$ cat config.mk
export PLATFORM = sky130hd
export DESIGN_NAME = avalon_st_packet_arbiter
export DESIGN_NICKNAME = d
export VERILOG_FILES = /design/src/rtl/avalon_st_pkg.sv /design/src/rtl/avalon_st_out_reg.sv /design/src/rtl/avalon_st_packet_arbiter.sv
export SDC_FILE = /design/constraint.sdc
export NUM_CORES = 1
export LEC_CHECK = 0
export BUFFER_PORTS_ARGS = -buffer_cell sky130_fd_sc_hd__buf_2
export CAP_MARGIN = 25
export CORE_UTILIZATION = 40
export DETAILED_ROUTE_END_ITERATION = 16
export GPL_ROUTABILITY_DRIVEN = 0
export GPL_TIMING_DRIVEN = 0
export PLACE_DENSITY = 0.75
export SYNTH_ARGS = -nofsm -noshare
export SYNTH_HDL_FRONTEND = slang
export SYNTH_SLANG_ARGS = --single-unit
$ cat constraint.sdc
create_clock -name clock_clk -period 3.9 [get_ports clock_clk]
set_input_delay 0.195 -clock clock_clk [delete_from_list [all_inputs] [get_ports clock_clk]]
set_output_delay 0.195 -clock clock_clk [all_outputs]
set_load 0.005 [all_outputs]
$ cat src/rtl/avalon_st_pkg.sv
// -----------------------------------------------------------------------------
// avalon_st_pkg
//
// Shared definitions for the two-sink Avalon-ST packet arbiter.
//   - arb_state_e : arbiter states (IDLE / GRANT0 / GRANT1)
//   - SINK_IDX_W  : width of a sink index (two sinks -> 1 bit)
//   - grant_state : maps a sink index to the GRANT state that serves it
//
// Optional feature macro used by the files that import this package:
//   AVALON_ST_ARB_CHANNEL_EN (adds the aso_out0_channel output)
// -----------------------------------------------------------------------------
package avalon_st_pkg;

    localparam int SINK_IDX_W = 1;

    typedef enum logic [1:0] {
        IDLE   = 2'd0,
        GRANT0 = 2'd1,
        GRANT1 = 2'd2
    } arb_state_e;

    function automatic arb_state_e grant_state(input logic [SINK_IDX_W-1:0] idx);
        return (idx == '0) ? GRANT0 : GRANT1;
    endfunction

endpackage

$ cat src/rtl/avalon_st_out_reg.sv
// -----------------------------------------------------------------------------
// avalon_st_out_reg
//
// Single-entry valid/ready pipeline register that drives the arbiter's
// Avalon-ST source. A beat written with load_i appears on the outputs on the
// next cycle and stays put until the downstream sink takes it.
//
// Ports:
//   clk_i       in   clock, rising edge
//   rst_n_i     in   synchronous active-low reset (clears valid and payload)
//   load_i      in   write a new beat this cycle
//   data_i      in   beat data    (DATA_WIDTH)
//   sop_i       in   beat start-of-packet
//   eop_i       in   beat end-of-packet
//   chan_i      in   sink index of the beat (only with AVALON_ST_ARB_CHANNEL_EN)
//   ready_i     in   downstream ready
//   can_load_o  out  a beat may be written this cycle (~valid | ready)
//   valid_o     out  registered valid
//   data_o      out  registered data
//   sop_o       out  registered start-of-packet
//   eop_o       out  registered end-of-packet
//   chan_o      out  registered sink index (only with AVALON_ST_ARB_CHANNEL_EN)
//
// Feature macro: AVALON_ST_ARB_CHANNEL_EN
// -----------------------------------------------------------------------------
module avalon_st_out_reg
    import avalon_st_pkg::*;
#(
    parameter int DATA_WIDTH = 32
)
(
    input  logic                  clk_i,
    input  logic                  rst_n_i,
    input  logic                  load_i,
    input  logic [DATA_WIDTH-1:0] data_i,
    input  logic                  sop_i,
    input  logic                  eop_i,
`ifdef AVALON_ST_ARB_CHANNEL_EN
    input  logic [SINK_IDX_W-1:0] chan_i,
    output logic [SINK_IDX_W-1:0] chan_o,
`endif
    input  logic                  ready_i,
    output logic                  can_load_o,
    output logic                  valid_o,
    output logic [DATA_WIDTH-1:0] data_o,
    output logic                  sop_o,
    output logic                  eop_o
);

    logic                  valid_q;
    logic                  valid_d;
    logic [DATA_WIDTH-1:0] data_q;
    logic                  sop_q;
    logic                  eop_q;
`ifdef AVALON_ST_ARB_CHANNEL_EN
    logic [SINK_IDX_W-1:0] chan_q;
`endif

    // A load wins over a drain so back-to-back beats keep valid high and the
    // stage sustains one beat per cycle.
    always_comb begin
        valid_d = valid_q;
        if (load_i) begin
            valid_d = 1'b1;
        end else if (ready_i) begin
            valid_d = 1'b0;
        end
    end

    // Payload only changes on a load, so it holds while the sink stalls and
    // keeps its last value once drained.
    always_ff @(posedge clk_i) begin
        if (!rst_n_i) begin
            valid_q <= 1'b0;
            data_q  <= '0;
            sop_q   <= 1'b0;
            eop_q   <= 1'b0;
`ifdef AVALON_ST_ARB_CHANNEL_EN
            chan_q  <= '0;
`endif
        end else begin
            valid_q <= valid_d;
            if (load_i) begin
                data_q <= data_i;
                sop_q  <= sop_i;
                eop_q  <= eop_i;
`ifdef AVALON_ST_ARB_CHANNEL_EN
                chan_q <= chan_i;
`endif
            end
        end
    end

    assign can_load_o = ~valid_q | ready_i;
    assign valid_o    = valid_q;
    assign data_o     = data_q;
    assign sop_o      = sop_q;
    assign eop_o      = eop_q;
`ifdef AVALON_ST_ARB_CHANNEL_EN
    assign chan_o     = chan_q;
`endif

endmodule

$ cat src/rtl/avalon_st_packet_arbiter.sv
// -----------------------------------------------------------------------------
// avalon_st_packet_arbiter
//
// Two-sink to one-source Avalon-ST packet arbiter (readyLatency 0). A sink is
// granted at a packet boundary and keeps the grant until its EOP beat is
// accepted; packets never interleave. When both sinks request in the same
// arbitration cycle a round-robin pointer picks the winner and then moves to
// the other sink. Every packet is followed by one IDLE arbitration cycle.
// The output goes through a one-beat register (one cycle latency).
//
// Ports:
//   clock_clk              in   clock, rising edge
//   reset_reset_n          in   synchronous active-low reset
//   asi_in0_*              sink 0: data/valid/startofpacket/endofpacket in,
//                          ready out
//   asi_in1_*              sink 1: same as sink 0
//   aso_out0_*             source: data/valid/startofpacket/endofpacket out,
//                          ready in
//   aso_out0_channel       out  index of the sink that supplied the current
//                          output beat (only with AVALON_ST_ARB_CHANNEL_EN)
//
// Feature macro: AVALON_ST_ARB_CHANNEL_EN
// -----------------------------------------------------------------------------
module avalon_st_packet_arbiter
    import avalon_st_pkg::*;
#(
    parameter int DATA_WIDTH = 32
)
(
    input  logic                  clock_clk,
    input  logic                  reset_reset_n,

    input  logic [DATA_WIDTH-1:0] asi_in0_data,
    input  logic                  asi_in0_valid,
    output logic                  asi_in0_ready,
    input  logic                  asi_in0_startofpacket,
    input  logic                  asi_in0_endofpacket,

    input  logic [DATA_WIDTH-1:0] asi_in1_data,
    input  logic                  asi_in1_valid,
    output logic                  asi_in1_ready,
    input  logic                  asi_in1_startofpacket,
    input  logic                  asi_in1_endofpacket,

    output logic [DATA_WIDTH-1:0] aso_out0_data,
    output logic                  aso_out0_valid,
    input  logic                  aso_out0_ready,
    output logic                  aso_out0_startofpacket,
`ifdef AVALON_ST_ARB_CHANNEL_EN
    output logic [SINK_IDX_W-1:0] aso_out0_channel,
`endif
    output logic                  aso_out0_endofpacket
);

    arb_state_e            state_q;
    logic [SINK_IDX_W-1:0] rr_q;

    logic                  can_load;
    logic                  accept0;
    logic                  accept1;
    logic                  load;
    logic [DATA_WIDTH-1:0] load_data;
    logic                  load_sop;
    logic                  load_eop;
`ifdef AVALON_ST_ARB_CHANNEL_EN
    logic [SINK_IDX_W-1:0] load_idx;
`endif

    // Ready is masked by reset so an upstream source never sees a beat
    // "taken" in a cycle whose clock edge resets the arbiter.
    assign asi_in0_ready = reset_reset_n && (state_q == GRANT0) && can_load;
    assign asi_in1_ready = reset_reset_n && (state_q == GRANT1) && can_load;

    assign accept0 = asi_in0_ready & asi_in0_valid;
    assign accept1 = asi_in1_ready & asi_in1_valid;
    assign load    = accept0 | accept1;

    // Only the granted sink can be accepted, so the payload mux just follows
    // the state; its value is ignored whenever load is low.
    always_comb begin
        load_data = asi_in0_data;
        load_sop  = asi_in0_startofpacket;
        load_eop  = asi_in0_endofpacket;
        if (state_q == GRANT1) begin
            load_data = asi_in1_data;
            load_sop  = asi_in1_startofpacket;
            load_eop  = asi_in1_endofpacket;
        end
    end

`ifdef AVALON_ST_ARB_CHANNEL_EN
    assign load_idx = (state_q == GRANT1) ? SINK_IDX_W'(1) : '0;
`endif

    // Arbitration FSM. SOP is never looked at: only an accepted EOP ends a
    // grant, and a granted sink that drops valid keeps the grant indefinitely.
    always_ff @(posedge clock_clk) begin
        if (!reset_reset_n) begin
            state_q <= IDLE;
            rr_q    <= '0;
        end else begin
            case (state_q)
                IDLE: begin
                    if (asi_in0_valid && asi_in1_valid) begin
                        state_q <= grant_state(rr_q);
                        rr_q    <= ~rr_q;
                    end else if (asi_in0_valid) begin
                        state_q <= grant_state('0);
                    end else if (asi_in1_valid) begin
                        state_q <= grant_state(SINK_IDX_W'(1));
                    end
                end
                GRANT0: begin
                    if (accept0 && asi_in0_endofpacket) begin
                        state_q <= IDLE;
                    end
                end
                GRANT1: begin
                    if (accept1 && asi_in1_endofpacket) begin
                        state_q <= IDLE;
                    end
                end
                default: begin
                    state_q <= IDLE;
                end
            endcase
        end
    end

    avalon_st_out_reg #(
        .DATA_WIDTH (DATA_WIDTH)
    ) u_out_reg (
        .clk_i      (clock_clk),
        .rst_n_i    (reset_reset_n),
        .load_i     (load),
        .data_i     (load_data),
        .sop_i      (load_sop),
        .eop_i      (load_eop),
`ifdef AVALON_ST_ARB_CHANNEL_EN
        .chan_i     (load_idx),
        .chan_o     (aso_out0_channel),
`endif
        .ready_i    (aso_out0_ready),
        .can_load_o (can_load),
        .valid_o    (aso_out0_valid),
        .data_o     (aso_out0_data),
        .sop_o      (aso_out0_startofpacket),
        .eop_o      (aso_out0_endofpacket)
    );

endmodule

==> run summary <==
status: finished, final reports clean
top cells by count, synth: mux2i_1 (68), dfxtp_1 (38), nand2_1 (36)
Final TNS setup: 0 ns
Critical path buffers and inverters: 3
Place WS: 2.46 ns
top-area cell type share of the netlist area: 41.3%
clock root buffer: clkbuf_8
clk_lat worst skew: 0.29 ns
worst vdd ir: 0.000211 V
initial antenna violation count: 0
H-tree depth: 2
Top FF cell, synth: dfxtp_1
# port buffers: 108
asr flop ratio synth: 0%
final WL: 4130 um
f_max: 622 MHz
Post-CTS Setup Repair Bufs: 0
CP cell instances: nand2b_1 -> buf_6 -> buf_4 -> nor2_1 -> buf_2
DR pass1 iterations: 4
dpl hpwl: 3200 um
worst-path maximum fanout: 10
die width: 69.9 um
Vias: 1637
Min Clock Period, post-route: 1.61 ns
grt ovf: 0
CTS tree: yes
Initial Util: 42.0%
WL per Instance: 12.1 um
Leak Pwr: 1.64 nW
number of global-route vias before repair: 1560
largest net degree at the start of global routing: 12
core area: 4380 um^2
Worst EP required: 3.70 ns
Die Area: 4880 um^2
Final Hold Fails: 0
Rel. slew slack: 71.3%
DR iter-0 viols: 43
post-CTS sizing: 0
CTS sink cnt: 38
Tcrit/Tclk final: 41.2%
Row Count: 24
area occupied by multi-input gates: 957 um^2
Diodes inserted: 0
average via count per standard cell: 4.79
Yosys warning count: 0
Syn Inst Count: 175
Max-cap violations: 0
Netlist cell types: 23
most common cell in the synthesized netlist: mux2i_1
Slew @ Worst Pin: 0.430 ns
worst hold path class: primary input to flop
All-Layer GR Usage: 17.2%
Crit path max-delay family: buffers and inverters
CP endpoint kind: output pin
first-pass GRT wire length: 6630 um
Synth-to-Final Area Change: 39.0%
Mapped Nets: 248
fillcell total: 416
CTS clk-pin slew, worst paths: 0.08 ns
pins over their slew limit: 0
drt drc: 0
Setup Crit Path Kind: flop to output pin
Final WS setup: 2.29 ns
Seq/Total Area, Yosys: 41.3%
Detail Route Antenna Nets: 0
Synth Register Bits: 38
PD cells: 373 nW/um^2
I/O pins: 110
CTS Hold Bufs: 0
# nets final: 363
setup violators final: 0
Synth area leader: dfxtp_1
total CTS buffers: 5
Max clock buf depth: 2
Die Y-Extent: 69.9 um
RSZ-0062 raised after global routing: no
post-synthesis cell area: 1840 um^2
layout cell share with drive strength beyond 1: 43.8%
CP max-delay cell: dfxtp_1
synth top area cells: dfxtp_1 (41%), mux2i_1 (37%), nand2_1 (7.3%)
Post-synth EDFFs: 0
Final Skew: 0.00633 ns
CP Data Arrival Time: 1.41 ns
syn_area_per_cell: 10.5 um^2
CP Launch Type: flop
register area: 761 um^2
max incr delay on CP: 0.43 ns
-- layout make-up --
class	instances	area share (%)
Tap cell	52	2.54
Clock buffer	6	3.22
Timing Repair Buffer	108	21.1
Sequential cell	38	29.7
Clock inverter	1	1.17
Multi-Input combinational cell	124	37.4
Inverter	1	0.147
Buffer	12	4.74
-- layer usage --
layer	GRT usage (%)	share of wire, %
met2	31.4	50
met1	18.1	42
met3	5.34	7.1
met4	7.33	1.8
met5	0	0
-- worst register-to-register path: stages (launching register included) --
cell      delay [ns]
dfxtp_1         0.43
nand2b_1        0.15
buf_6           0.15
clkbuf_4        0.26
mux2i_1         0.25
mux2i_1         0.09
-- where the power goes --
group | leakage [nW] | total (W) | internal (W) | switching (W)
registers | 0.310 | 0.000434 | 0.000418 | 0.0000159
clock network | 0.0573 | 0.000340 | 0.000205 | 0.000135
logic | 1.28 | 0.000182 | 0.000103 | 0.0000785
-- layout by cell type (no fill, tap or decap), drive strengths merged --
cell     instances
buf            116
a21oi            2
nand2           36
dfxtp           38
nor3b            1
o211ai           1
and3b            2
xnor2            1
nor3             1
nor2             3
bufinv           1
nor2b            1
inv              1
and3             2
mux2i           68
nand2b           3
clkbuf          10
and4bb           1
a2111oi          2
-- per-stage QoR --
step	cell area, um^2	instances	hold slack (ns)	utilization, %	total power [W]
detailed placement	2450	335	0.450	55.9	0.000628
global placement	2450	335	0.442	55.9	0.000623
finish	2560	342	0.173	58.4	0.000956
global route	2560	342	0.182	58.4	0.00100
CTS	2560	342	0.169	58.4	0.000970
floorplan	1840	175	0.378	-	0.000547
-- path summary, 6_finish.rpt --
path / from / to / slack, ns / cells past startpoint
max: state_q[0] / asi_in1_ready / 2.29 / 5
min: asi_in1_data[6] / u_out_reg.data_o[6] / 0.17 / 3
max reg2reg: state_q[0] / u_out_reg.data_o[24] / 2.45 / 5
min reg2reg: u_out_reg.data_o[4] / u_out_reg.data_o[4] / 0.46 / 2
-- logic make-up after synthesis --
logic type	share of synthesized area (%)
buffers and inverters	6.79
xor gates and xnor gates	0.475
muxes	36.9
DFF	41.3
and+or+nand+nor	12.4
AOI/OAI and AO/OA	2.17
-- registers in the layout, indices dropped and copies added (netlist names) --
signal	count
u_out_reg.data_o	32
state_q	2
rr_q	1
u_out_reg.eop_o	1
u_out_reg.sop_o	1
u_out_reg.valid_o	1
No activity file was read; power rests on OpenSTA's default activity.
